File: src/rtl/vga_timing_detector.sv
// VGA timing detector: measures line/frame timing from raw sync and data-enable,
// locks once the measurement repeats, and recovers pixel column/row addresses.
module vga_timing_detector #(
  parameter int LOCK_FRAMES = 2
) (
  input  logic        vga_clk,
  input  logic        rst,
  input  logic        HSYNC_Sig,
  input  logic        VSYNC_Sig,
  input  logic        Ready_Sig,
  output logic        Ready_Out,
  output logic [10:0] Column_Addr_Sig,
  output logic [10:0] Row_Addr_Sig,
  output logic [11:0] H_Total,
  output logic [11:0] H_Active,
  output logic [11:0] V_Total,
  output logic [11:0] V_Active,
  output logic        Locked,
  output logic        Frame_Start
);

  localparam logic [3:0]  LF  = 4'(LOCK_FRAMES);
  localparam logic [11:0] MAX = 12'hFFF;

  typedef enum logic [1:0] {S_SEARCH, S_MEASURE, S_LOCKED} state_t;

  typedef struct packed {
    logic [11:0] ht;
    logic [11:0] ha;
    logic [11:0] vt;
    logic [11:0] va;
  } meas_t;

  // input capture and edge history
  logic r_hs, r_vs, r_rdy, r_hs_d, r_vs_d;

  // measurement counters
  logic [11:0] r_h_cnt, r_pix_cnt, r_hper, r_hact, r_v_cnt, r_act_cnt;

  // lock tracking
  state_t      r_state;
  meas_t       r_prev;
  logic [3:0]  r_match;

  logic        w_hfall, w_vfall, w_los, w_line_act;
  logic [11:0] w_hper_n, w_hact_n, w_vcnt_n, w_act_n, w_col, w_row;
  logic [3:0]  w_match_inc;
  meas_t       w_snap;

  function automatic logic [10:0] sat11(input logic [11:0] v);
    return v[11] ? 11'h7FF : v[10:0];
  endfunction

  assign w_hfall    = r_hs_d & ~r_hs;
  assign w_vfall    = r_vs_d & ~r_vs;
  assign w_los      = (r_h_cnt == MAX);
  assign w_line_act = (r_pix_cnt != 12'd0);

  // Values as they stand after this cycle's hfall, so a vfall landing on the
  // same cycle closes the frame with that line already counted.
  assign w_hper_n = w_hfall ? r_h_cnt : r_hper;
  assign w_hact_n = w_hfall ? r_pix_cnt : r_hact;
  assign w_vcnt_n = (w_hfall && r_v_cnt != MAX) ? r_v_cnt + 12'd1 : r_v_cnt;
  assign w_act_n  = (w_hfall && w_line_act && r_act_cnt != MAX) ? r_act_cnt + 12'd1 : r_act_cnt;
  assign w_snap   = '{ht: w_hper_n, ha: w_hact_n, vt: w_vcnt_n, va: w_act_n};

  // A pixel on the hfall cycle is the first of the new line; one on the vfall
  // cycle belongs to the new frame.
  assign w_col       = w_hfall ? 12'd0 : r_pix_cnt;
  assign w_row       = w_vfall ? 12'd0 : w_act_n;
  assign w_match_inc = r_match + 4'd1;

  // Register inputs once, then keep a delayed copy for edge detection
  always_ff @(posedge vga_clk) begin
    if (rst) begin
      r_hs   <= 1'b0;
      r_vs   <= 1'b0;
      r_rdy  <= 1'b0;
      r_hs_d <= 1'b0;
      r_vs_d <= 1'b0;
    end else begin
      r_hs   <= HSYNC_Sig;
      r_vs   <= VSYNC_Sig;
      r_rdy  <= Ready_Sig;
      r_hs_d <= r_hs;
      r_vs_d <= r_vs;
    end
  end

  // Line/frame measurement counters; h_cnt saturates so a dead HSYNC is visible
  always_ff @(posedge vga_clk) begin
    if (rst) begin
      r_h_cnt   <= '0;
      r_pix_cnt <= '0;
      r_hper    <= '0;
      r_hact    <= '0;
      r_v_cnt   <= '0;
      r_act_cnt <= '0;
    end else begin
      if (w_hfall) begin
        r_h_cnt   <= 12'd1;
        r_pix_cnt <= {11'd0, r_rdy};
      end else begin
        if (r_h_cnt != MAX) r_h_cnt <= r_h_cnt + 12'd1;
        if (r_rdy && r_pix_cnt != MAX) r_pix_cnt <= r_pix_cnt + 12'd1;
      end
      r_hper <= w_hper_n;
      r_hact <= w_hact_n;
      if (w_vfall) begin
        r_v_cnt   <= '0;
        r_act_cnt <= '0;
      end else begin
        r_v_cnt   <= w_vcnt_n;
        r_act_cnt <= w_act_n;
      end
    end
  end

  // Pixel address recovery, two cycles behind Ready_Sig, independent of lock
  always_ff @(posedge vga_clk) begin
    if (rst) begin
      Ready_Out       <= 1'b0;
      Column_Addr_Sig <= '0;
      Row_Addr_Sig    <= '0;
    end else begin
      Ready_Out       <= r_rdy;
      Column_Addr_Sig <= r_rdy ? sat11(w_col) : 11'd0;
      Row_Addr_Sig    <= r_rdy ? sat11(w_row) : 11'd0;
    end
  end

  // Lock FSM: compare per-frame snapshots, load timing outputs on lock
  always_ff @(posedge vga_clk) begin
    if (rst) begin
      r_state     <= S_SEARCH;
      r_prev      <= '0;
      r_match     <= '0;
      Locked      <= 1'b0;
      Frame_Start <= 1'b0;
      H_Total     <= '0;
      H_Active    <= '0;
      V_Total     <= '0;
      V_Active    <= '0;
    end else begin
      Frame_Start <= w_vfall;
      if (w_los) begin
        r_state <= S_SEARCH;
        r_match <= '0;
        Locked  <= 1'b0;
      end else if (w_vfall) begin
        r_prev <= w_snap;
        case (r_state)
          S_SEARCH: begin
            r_match <= '0;
            r_state <= S_MEASURE;
          end
          S_MEASURE: begin
            if (w_snap == r_prev) begin
              r_match <= w_match_inc;
              if (w_match_inc >= LF) begin
                r_state  <= S_LOCKED;
                Locked   <= 1'b1;
                H_Total  <= w_snap.ht;
                H_Active <= w_snap.ha;
                V_Total  <= w_snap.vt;
                V_Active <= w_snap.va;
              end
            end else begin
              r_match <= '0;
            end
          end
          S_LOCKED: begin
            if (w_snap != r_prev) begin
              r_state <= S_SEARCH;
              r_match <= '0;
              Locked  <= 1'b0;
            end
          end
          default: begin
            r_state <= S_SEARCH;
            r_match <= '0;
            Locked  <= 1'b0;
          end
        endcase
      end
    end
  end

endmodule

File: config.mk
export PLATFORM = sky130hd
export DESIGN_NAME = vga_timing_detector
export DESIGN_NICKNAME = d
export VERILOG_FILES = /design/src/rtl/vga_timing_detector.sv
export SDC_FILE = /design/constraint.sdc
export NUM_CORES = 1
export LEC_CHECK = 0
export CAP_MARGIN = 15
export CORE_MARGIN = 4
export CORE_UTILIZATION = 45
export CTS_BUF_LIST = sky130_fd_sc_hd__clkbuf_8
export DETAILED_ROUTE_END_ITERATION = 16
export GPL_TIMING_DRIVEN = 0
export PLACE_DENSITY_LB_ADDON = 0.12
export SLEW_MARGIN = 20
export SYNTH_ARGS = -nofsm -noshare
export SYNTH_HDL_FRONTEND = slang
export SYNTH_SLANG_ARGS = --single-unit
File: constraint.sdc
create_clock -name vga_clk -period 3.15 [get_ports vga_clk]
set_input_delay 0.945 -clock vga_clk [delete_from_list [all_inputs] [get_ports vga_clk]]
set_output_delay 0.945 -clock vga_clk [all_outputs]
set_load 0.02 [all_outputs]
==> results of run 1 <==
-- registers in the layout, summed over array words and instances, names as in the netlist, 12 cells and up --
signal,cells
r_prev,48
r_v_cnt,12
r_hact,12
H_Total,12
V_Active,12
r_hper,12
r_pix_cnt,12
r_act_cnt,12
H_Active,12
V_Total,12
r_h_cnt,12
-- worst max-delay path: cells and delay by family (launching register included) --
| kind | cells | cell delay, ns |
|---|---|---|
| flip-flops | 1 | 0.34 |
| multiplexers | 1 | 0.29 |
| AND/OR/NAND/NOR | 4 | 0.76 |
| AO/OA/AOI/OAI | 4 | 1.20 |
| buffers and inverters | 4 | 0.72 |
-- metal layers --
metal	routed length (microns)	part of all wire (%)	vias to the layer above
met5	80	0.24	-
met4	774	2.3	2
met3	3230	9.8	65
met2	14000	42	433
met1	14900	45	4305
li1	-	-	4350
-- stage by stage --
step	total power (W)	area, sq um
global route	0.00577	12800
detailed placement	0.00309	11100
CTS	0.00557	12500
global placement	0.00309	11100
finish	0.00557	12800
floorplan	0.00296	9970
-- cell type report --
cell class / instances / area (sq um) / area share (%)
multi-input cells: 823 / 5850 / 45.7
flip-flops and latches: 204 / 4130 / 32.3
repair buffers: 119 / 1190 / 9.27
clock buffers: 44 / 606 / 4.73
plain buffers: 58 / 377 / 2.94
well taps: 275 / 344 / 2.69
inverters: 50 / 190 / 1.49
clock inverters: 21 / 111 / 0.870
-- what timing repair did --
action / in CTS / in global routing
gates resized for setup: 108 / 57
setup buffers: 27 / 13
endpoints found under the setup margin: 65 / 70
gates cloned: 1 / 2
pin swaps: 29 / 17
-- power breakdown --
part / internal (W) / leakage [nW] / switching, W
clock network: 0.00135 / 0.435 / 0.00110
logic: 0.000184 / 2.74 / 0.000281
registers: 0.00261 / 1.66 / 0.0000431
-- worst max path at each step --
stage	start	endpoint	slack (ns)
6_report	r_hs	V_Active[10]	-0.29
5_1_grt	r_hs	V_Active[10]	-0.41
4_1_cts	r_act_cnt[0]	V_Active[10]	-0.22
3_5_place_dp	r_hs_d	V_Total[0]	-1.53
3_3_place_gp	r_hs_d	V_Active[10]	-1.56
2_1_floorplan	r_act_cnt[1]	V_Active[10]	-0.08
-- synth_stat cells (9+ instances only) --
cell      number  area share [%]
mux2i_1       24             2.4
nor3_1        20             1.0
a31oi_1       16             1.0
dfxtp_1      204              42
nor2_1       188             7.2
o22a_1         9            0.80
nand2_1       67             2.6
o21ai_0       19            0.97
nor4_1        15            0.95
inv_1         50             1.9
a221oi_2      14             2.1
and4_1        11            0.98
mux2_2        30             3.4
nand3_1       25             1.3
a211oi_1      27             2.1
buf_2         12            0.61
nand2b_1      26             1.7
and3_1        26             1.7
xnor2_1       31             2.8
nor2b_1       50             3.2
a21oi_1       62             3.2
nand4_1       18             1.1
clkbuf_1      49             1.9
xor2_1        24             2.1
-- logic make-up (layout without fill, tap and decap cells) --
| family | count (synthesis) | in the layout |
|---|---|---|
| flops | 204 | 204 |
| fa+ha+maj | 7 | 7 |
| mux | 58 | 58 |
| simple gates | 488 | 488 |
| xor+xnor | 55 | 55 |
| compound gates | 215 | 215 |
| buf+inv | 118 | 292 |
==> results.toml, run 1 <==
[run_status]
status = "finished with violations"
violations = "negative setup slack"

[logic_synthesis]
yosysWarnings = 0
synth_top_family_by_area = "simple AND/OR/NAND/NOR gates"
synth_compound_area_share_pct = 16.1
synth.net_count = 1157
async_flop_share_pct = 0
synth-simple-area-share_pct = 25.1
syn_area_sq_mm = 0.00983
synth_edf_count = 0
muxShareOfSynthArea_pct = 6.49
syn_inst = 1145
synth_seq_cells = 204
syn_avg_cell_area_sq_um = 8.59
synth_xor_area_share_pct = 4.90
synth.distinct_cells = 79
synth_fa_ha_area_share_pct = 0.891
synth_seq_area_share_pct = 41.5
ys.flop_type = "dfxtp_1"

[pwr]
p_leak_nw = 4.84
power.density_mw_per_mm2 = 435
peakVddDrop_mv = 0.375

[placed_design]
place_hpwl_microns = 23000
portBuffers = 76
pre_cts_ws_ns = -1.53
gp_congestion = 0.957
dp.cells = 1496

[setup_path]
end_kind = "register"
crit-reg2reg-launch = "r_hs"
ff2ff_path_depth = 13
crit_slowest_cell = "a211oi_1"
r2r_end = "V_Active[10]"
slowest_delay_ns = 0.37
critPathRequiredTime_ns = 3.54
start_kind = "register"
path_max_fanout = 10
reg2reg_slack_ns = -0.29
crit_chain = "buf_4 -> nand3b_1 -> a211oi_1 -> o21bai_1 -> o21ai_2 -> a2111oi_4 -> nand4b_1 -> nor4_4 -> buf_4 -> nand4_4 -> buf_12 -> buf_12 -> mux2_4"
crit_arrival_ns = 3.83
critPathKind = "register to register"

[drt]
antenna_left = 0
drt_wl_total_microns = 33000
drt_iter0_markers = 1012
post-route-drc-count = 0
vias_per_cell = 5.74
wl_per_cell_microns = 20.7
via_count = 9155
dr.pass1.iters = 8

[floorplanning]
initial_core_util_pct = 46.2
chipWidth_microns = 156
die_area_sq_mm = 0.0243
chipHeight_microns = 156
design.core.area_sq_mm = 0.0213
io_pins = 78
rows = 53

[cts]
cts_tree = "built"
cts_htree_levels = 2
cts_inserted_buffers = 38
insertion_delay_ns = 0.53
cts_sinks = 204
clockRootBuffer = "clkbuf_8"
clk_pin_slew_worst_paths_ns = 0.05
hold_buffers = 0
cts_buffer_depth = 3

[timing]
min_period_ns = 3.44
hold_slack_ns = 0.462
fin_crit_sh_pct = 109
fin_ws_ns = -0.287
fin_skew_ns = 0.0323
tightest_slew_ns = 0.852
tns_ns = -10.25
setup_viol = 53
rsz0062_at_grt = "true"
clock.fmax_mhz = 291
hold_violations = 0
relSlewSlack_pct = 43.2
drv_slew = 0

[worst_hold_path]
hold_path.class = "register to register"
hold_start = "H_Total[2]"
hold_depth = 2
hold_end = "H_Total[2]"

[grt]
grtUsageTotal_pct = 26.8
grt_max_degree = 11
grt_pass1_vias = 8967
use_met2_pct = 40.1
use_met3_pct = 7.02
grt_pass1_wl_microns = 51300
grt_overflow = 0
busiest_layer = "met2"
gr-usage-met1_pct = 38.3
grt_antenna_before_repair = 0

[final_layout]
fillCellCount = 1928
mostFrequentLayoutCells = "nor2_1 (184), dfxtp_1 (180), clkdlybuf4s50_1 (76)"
fin_cells = 1594
synthToLayoutAreaGrowth_pct = 30.2
fin_util_pct = 60.1
nets = 1306
drive_gt1_share_pct = 19.7
final_common_cell = "nor2_1"
n_antenna_cell = 0

[run]
max_cap_violations = 0
No activity file was read; power rests on OpenSTA's default activity.
==> run 2, diff against run 1 <==
--- a/constraint.sdc
+++ b/constraint.sdc
@@ -3,2 +3,2 @@
 set_output_delay 0.945 -clock vga_clk [all_outputs]
-set_load 0.02 [all_outputs]
+set_load 0.005 [all_outputs]
==> results of run 2 <==
Same layout as run 1 (identical final DEF). Status: finished with violations: negative setup slack.
Among the figures that moved: total power 0.00557 W -> 0.00556 W
==> run 3, diff against run 2 <==
- CORE_UTILIZATION: 45 -> 35
- GPL_ROUTABILITY_DRIVEN: unset -> 0
==> results.toml, run 3 (synthesized netlist as in run 1, its figures left out) <==
[run_status]
status = "finished with violations"
violations = "negative setup slack"

[pwr]
power.density_mw_per_mm2 = 442
peakVddDrop_mv = 0.351
p_leak_nw = 4.81

[drt]
vias_per_cell = 5.29
post-route-drc-count = 0
drt_iter0_markers = 669
via_count = 9001
drt_wl_total_microns = 33300
wl_per_cell_microns = 19.6
dr.pass1.iters = 6
antenna_left = 0

[grt]
grt_pass1_vias = 8510
grt_antenna_before_repair = 1
grt_pass1_wl_microns = 50800
grt_overflow = 0
grtUsageTotal_pct = 21.0
grt_max_degree = 11

[cts]
cts_inserted_buffers = 39
cts_tree = "built"
insertion_delay_ns = 0.55
cts_sinks = 204
clk_pin_slew_worst_paths_ns = 0.06
cts_htree_levels = 2
cts_buffer_depth = 3
clockRootBuffer = "clkbuf_8"

[floorplanning]
design.core.area_sq_mm = 0.0278
chipHeight_microns = 176
die_area_sq_mm = 0.0308
chipWidth_microns = 176
initial_core_util_pct = 35.4
io_pins = 78
rows = 61

[timing]
relSlewSlack_pct = 39.9
hold_violations = 0
tightest_slew_ns = 0.901
drv_slew = 0
fin_skew_ns = 0.0247
min_period_ns = 3.44
setup_viol = 53
rsz0062_at_grt = "true"
fin_ws_ns = -0.291
fin_crit_sh_pct = 109
clock.fmax_mhz = 291

[final_layout]
largest_reg_flops = 48
mostFrequentLayoutCells = "nor2_1 (185), dfxtp_1 (181), clkdlybuf4s50_1 (76)"
n_antenna_cell = 0
synthToLayoutAreaGrowth_pct = 32.2
final_common_cell = "nor2_1"
multi_input_area_sq_mm = 0.00586
nets = 1312
fin_util_pct = 46.8
drive_gt1_share_pct = 20.8
fin_cells = 1703
regArea_sq_mm = 0.00413
fillCellCount = 2824
top_register = "r_prev"

[setup_path]
startpoint = "r_hs_d"
crit_arrival_ns = 3.86
critPathKind = "register to register"
reg2reg_slack_ns = -0.29
crit-reg2reg-launch = "r_hs_d"
end_kind = "register"
crit_end = "V_Total[11]"
ff2ff_path_depth = 14
r2r_end = "V_Total[11]"
start_kind = "register"
critPathRequiredTime_ns = 3.57
path_max_fanout = 10

[run]
max_cap_violations = 0

[worst_hold_path]
hold_path.class = "register to register"

[placed_design]
dp.cells = 1599
place_hpwl_microns = 23800
portBuffers = 76
[run 3: area by class of cell]
class	count	area share, %
buffer	59	2.78
clock buffer	52	5.50
clock inverter	14	0.510
inverter	50	1.46
multi-input combinational	823	45.0
sequential	204	31.8
tap	378	3.64
timing repair buffer	123	9.30
[run 3: per-layer routing]
metal / global-route usage (%) / vias up / share of wire, % / wire length [microns]
met3: 4.91 / 53 / 7.0 / 2330
met5: 0 / - / 0 / 0
met1: 30.9 / 4273 / 49 / 16300
met2: 30.8 / 303 / 42 / 13900
met4: 5.88 / 0 / 2.5 / 836
li1: - / 4372 / - / -
[run 3: worst min path at each step]
| stage | to | slack, ns | start | cells past startpoint |
|---|---|---|---|---|
| after floorplan | r_prev[26] | 0.44 | r_prev[26] | 2 |
| after global placement | H_Total[2] | 0.45 | H_Total[2] | 2 |
| after detailed placement | H_Active[3] | 0.45 | H_Active[3] | 2 |
| after CTS | H_Total[2] | 0.46 | H_Total[2] | 2 |
| after global routing | H_Total[6] | 0.49 | H_Total[6] | 2 |
| final | H_Total[5] | 0.46 | H_Total[5] | 2 |
[run 3: worst max-delay path, stage by stage (launching register included)]
cell,delay (ns)
dfxtp_4,0.42
nand2b_1,0.13
buf_6,0.19
buf_12,0.16
a31oi_2,0.24
and4_1,0.27
nand3_1,0.14
a2111oi_4,0.41
nand4b_1,0.21
nor4_4,0.16
buf_4,0.18
nand4_4,0.14
buf_4,0.20
buf_4,0.17
mux2_2,0.28
[run 3: through the flow]
| stage | setup TNS (ns) | worst slack [ns] | instance area, sq um | hold WS, ns | power [W] |
|---|---|---|---|---|---|
| after detailed placement | -94.63 | -1.68 | 11200 | 0.451 | 0.00310 |
| after floorplan | -0.303 | -0.0758 | 9970 | 0.444 | 0.00295 |
| final | -11.92 | -0.291 | 13000 | 0.459 | 0.00574 |
| after global placement | -94.22 | -1.67 | 11200 | 0.453 | 0.00310 |
| after global routing | -20.57 | -0.444 | 13000 | 0.489 | 0.00596 |
| after CTS | -11.12 | -0.271 | 12700 | 0.460 | 0.00577 |
[run 3: what timing repair did]
| item | in CTS | in global routing |
|---|---|---|
| setup buffers | 28 | 17 |
| pin swaps | 31 | 22 |
| endpoints found under the hold margin | 0 | 0 |
| hold buffers | 0 | 0 |
| resized for setup | 114 | 41 |
| cloned | 1 | 1 |
| setup endpoints to repair | 65 | 66 |
[run 3: report_power, final]
group	total [W]	internal, W	switching, W
sequential	0.00265	0.00261	0.0000389
clock	0.00262	0.00147	0.00115
combinational	0.000472	0.000185	0.000286
total	0.00574	0.00426	0.00148
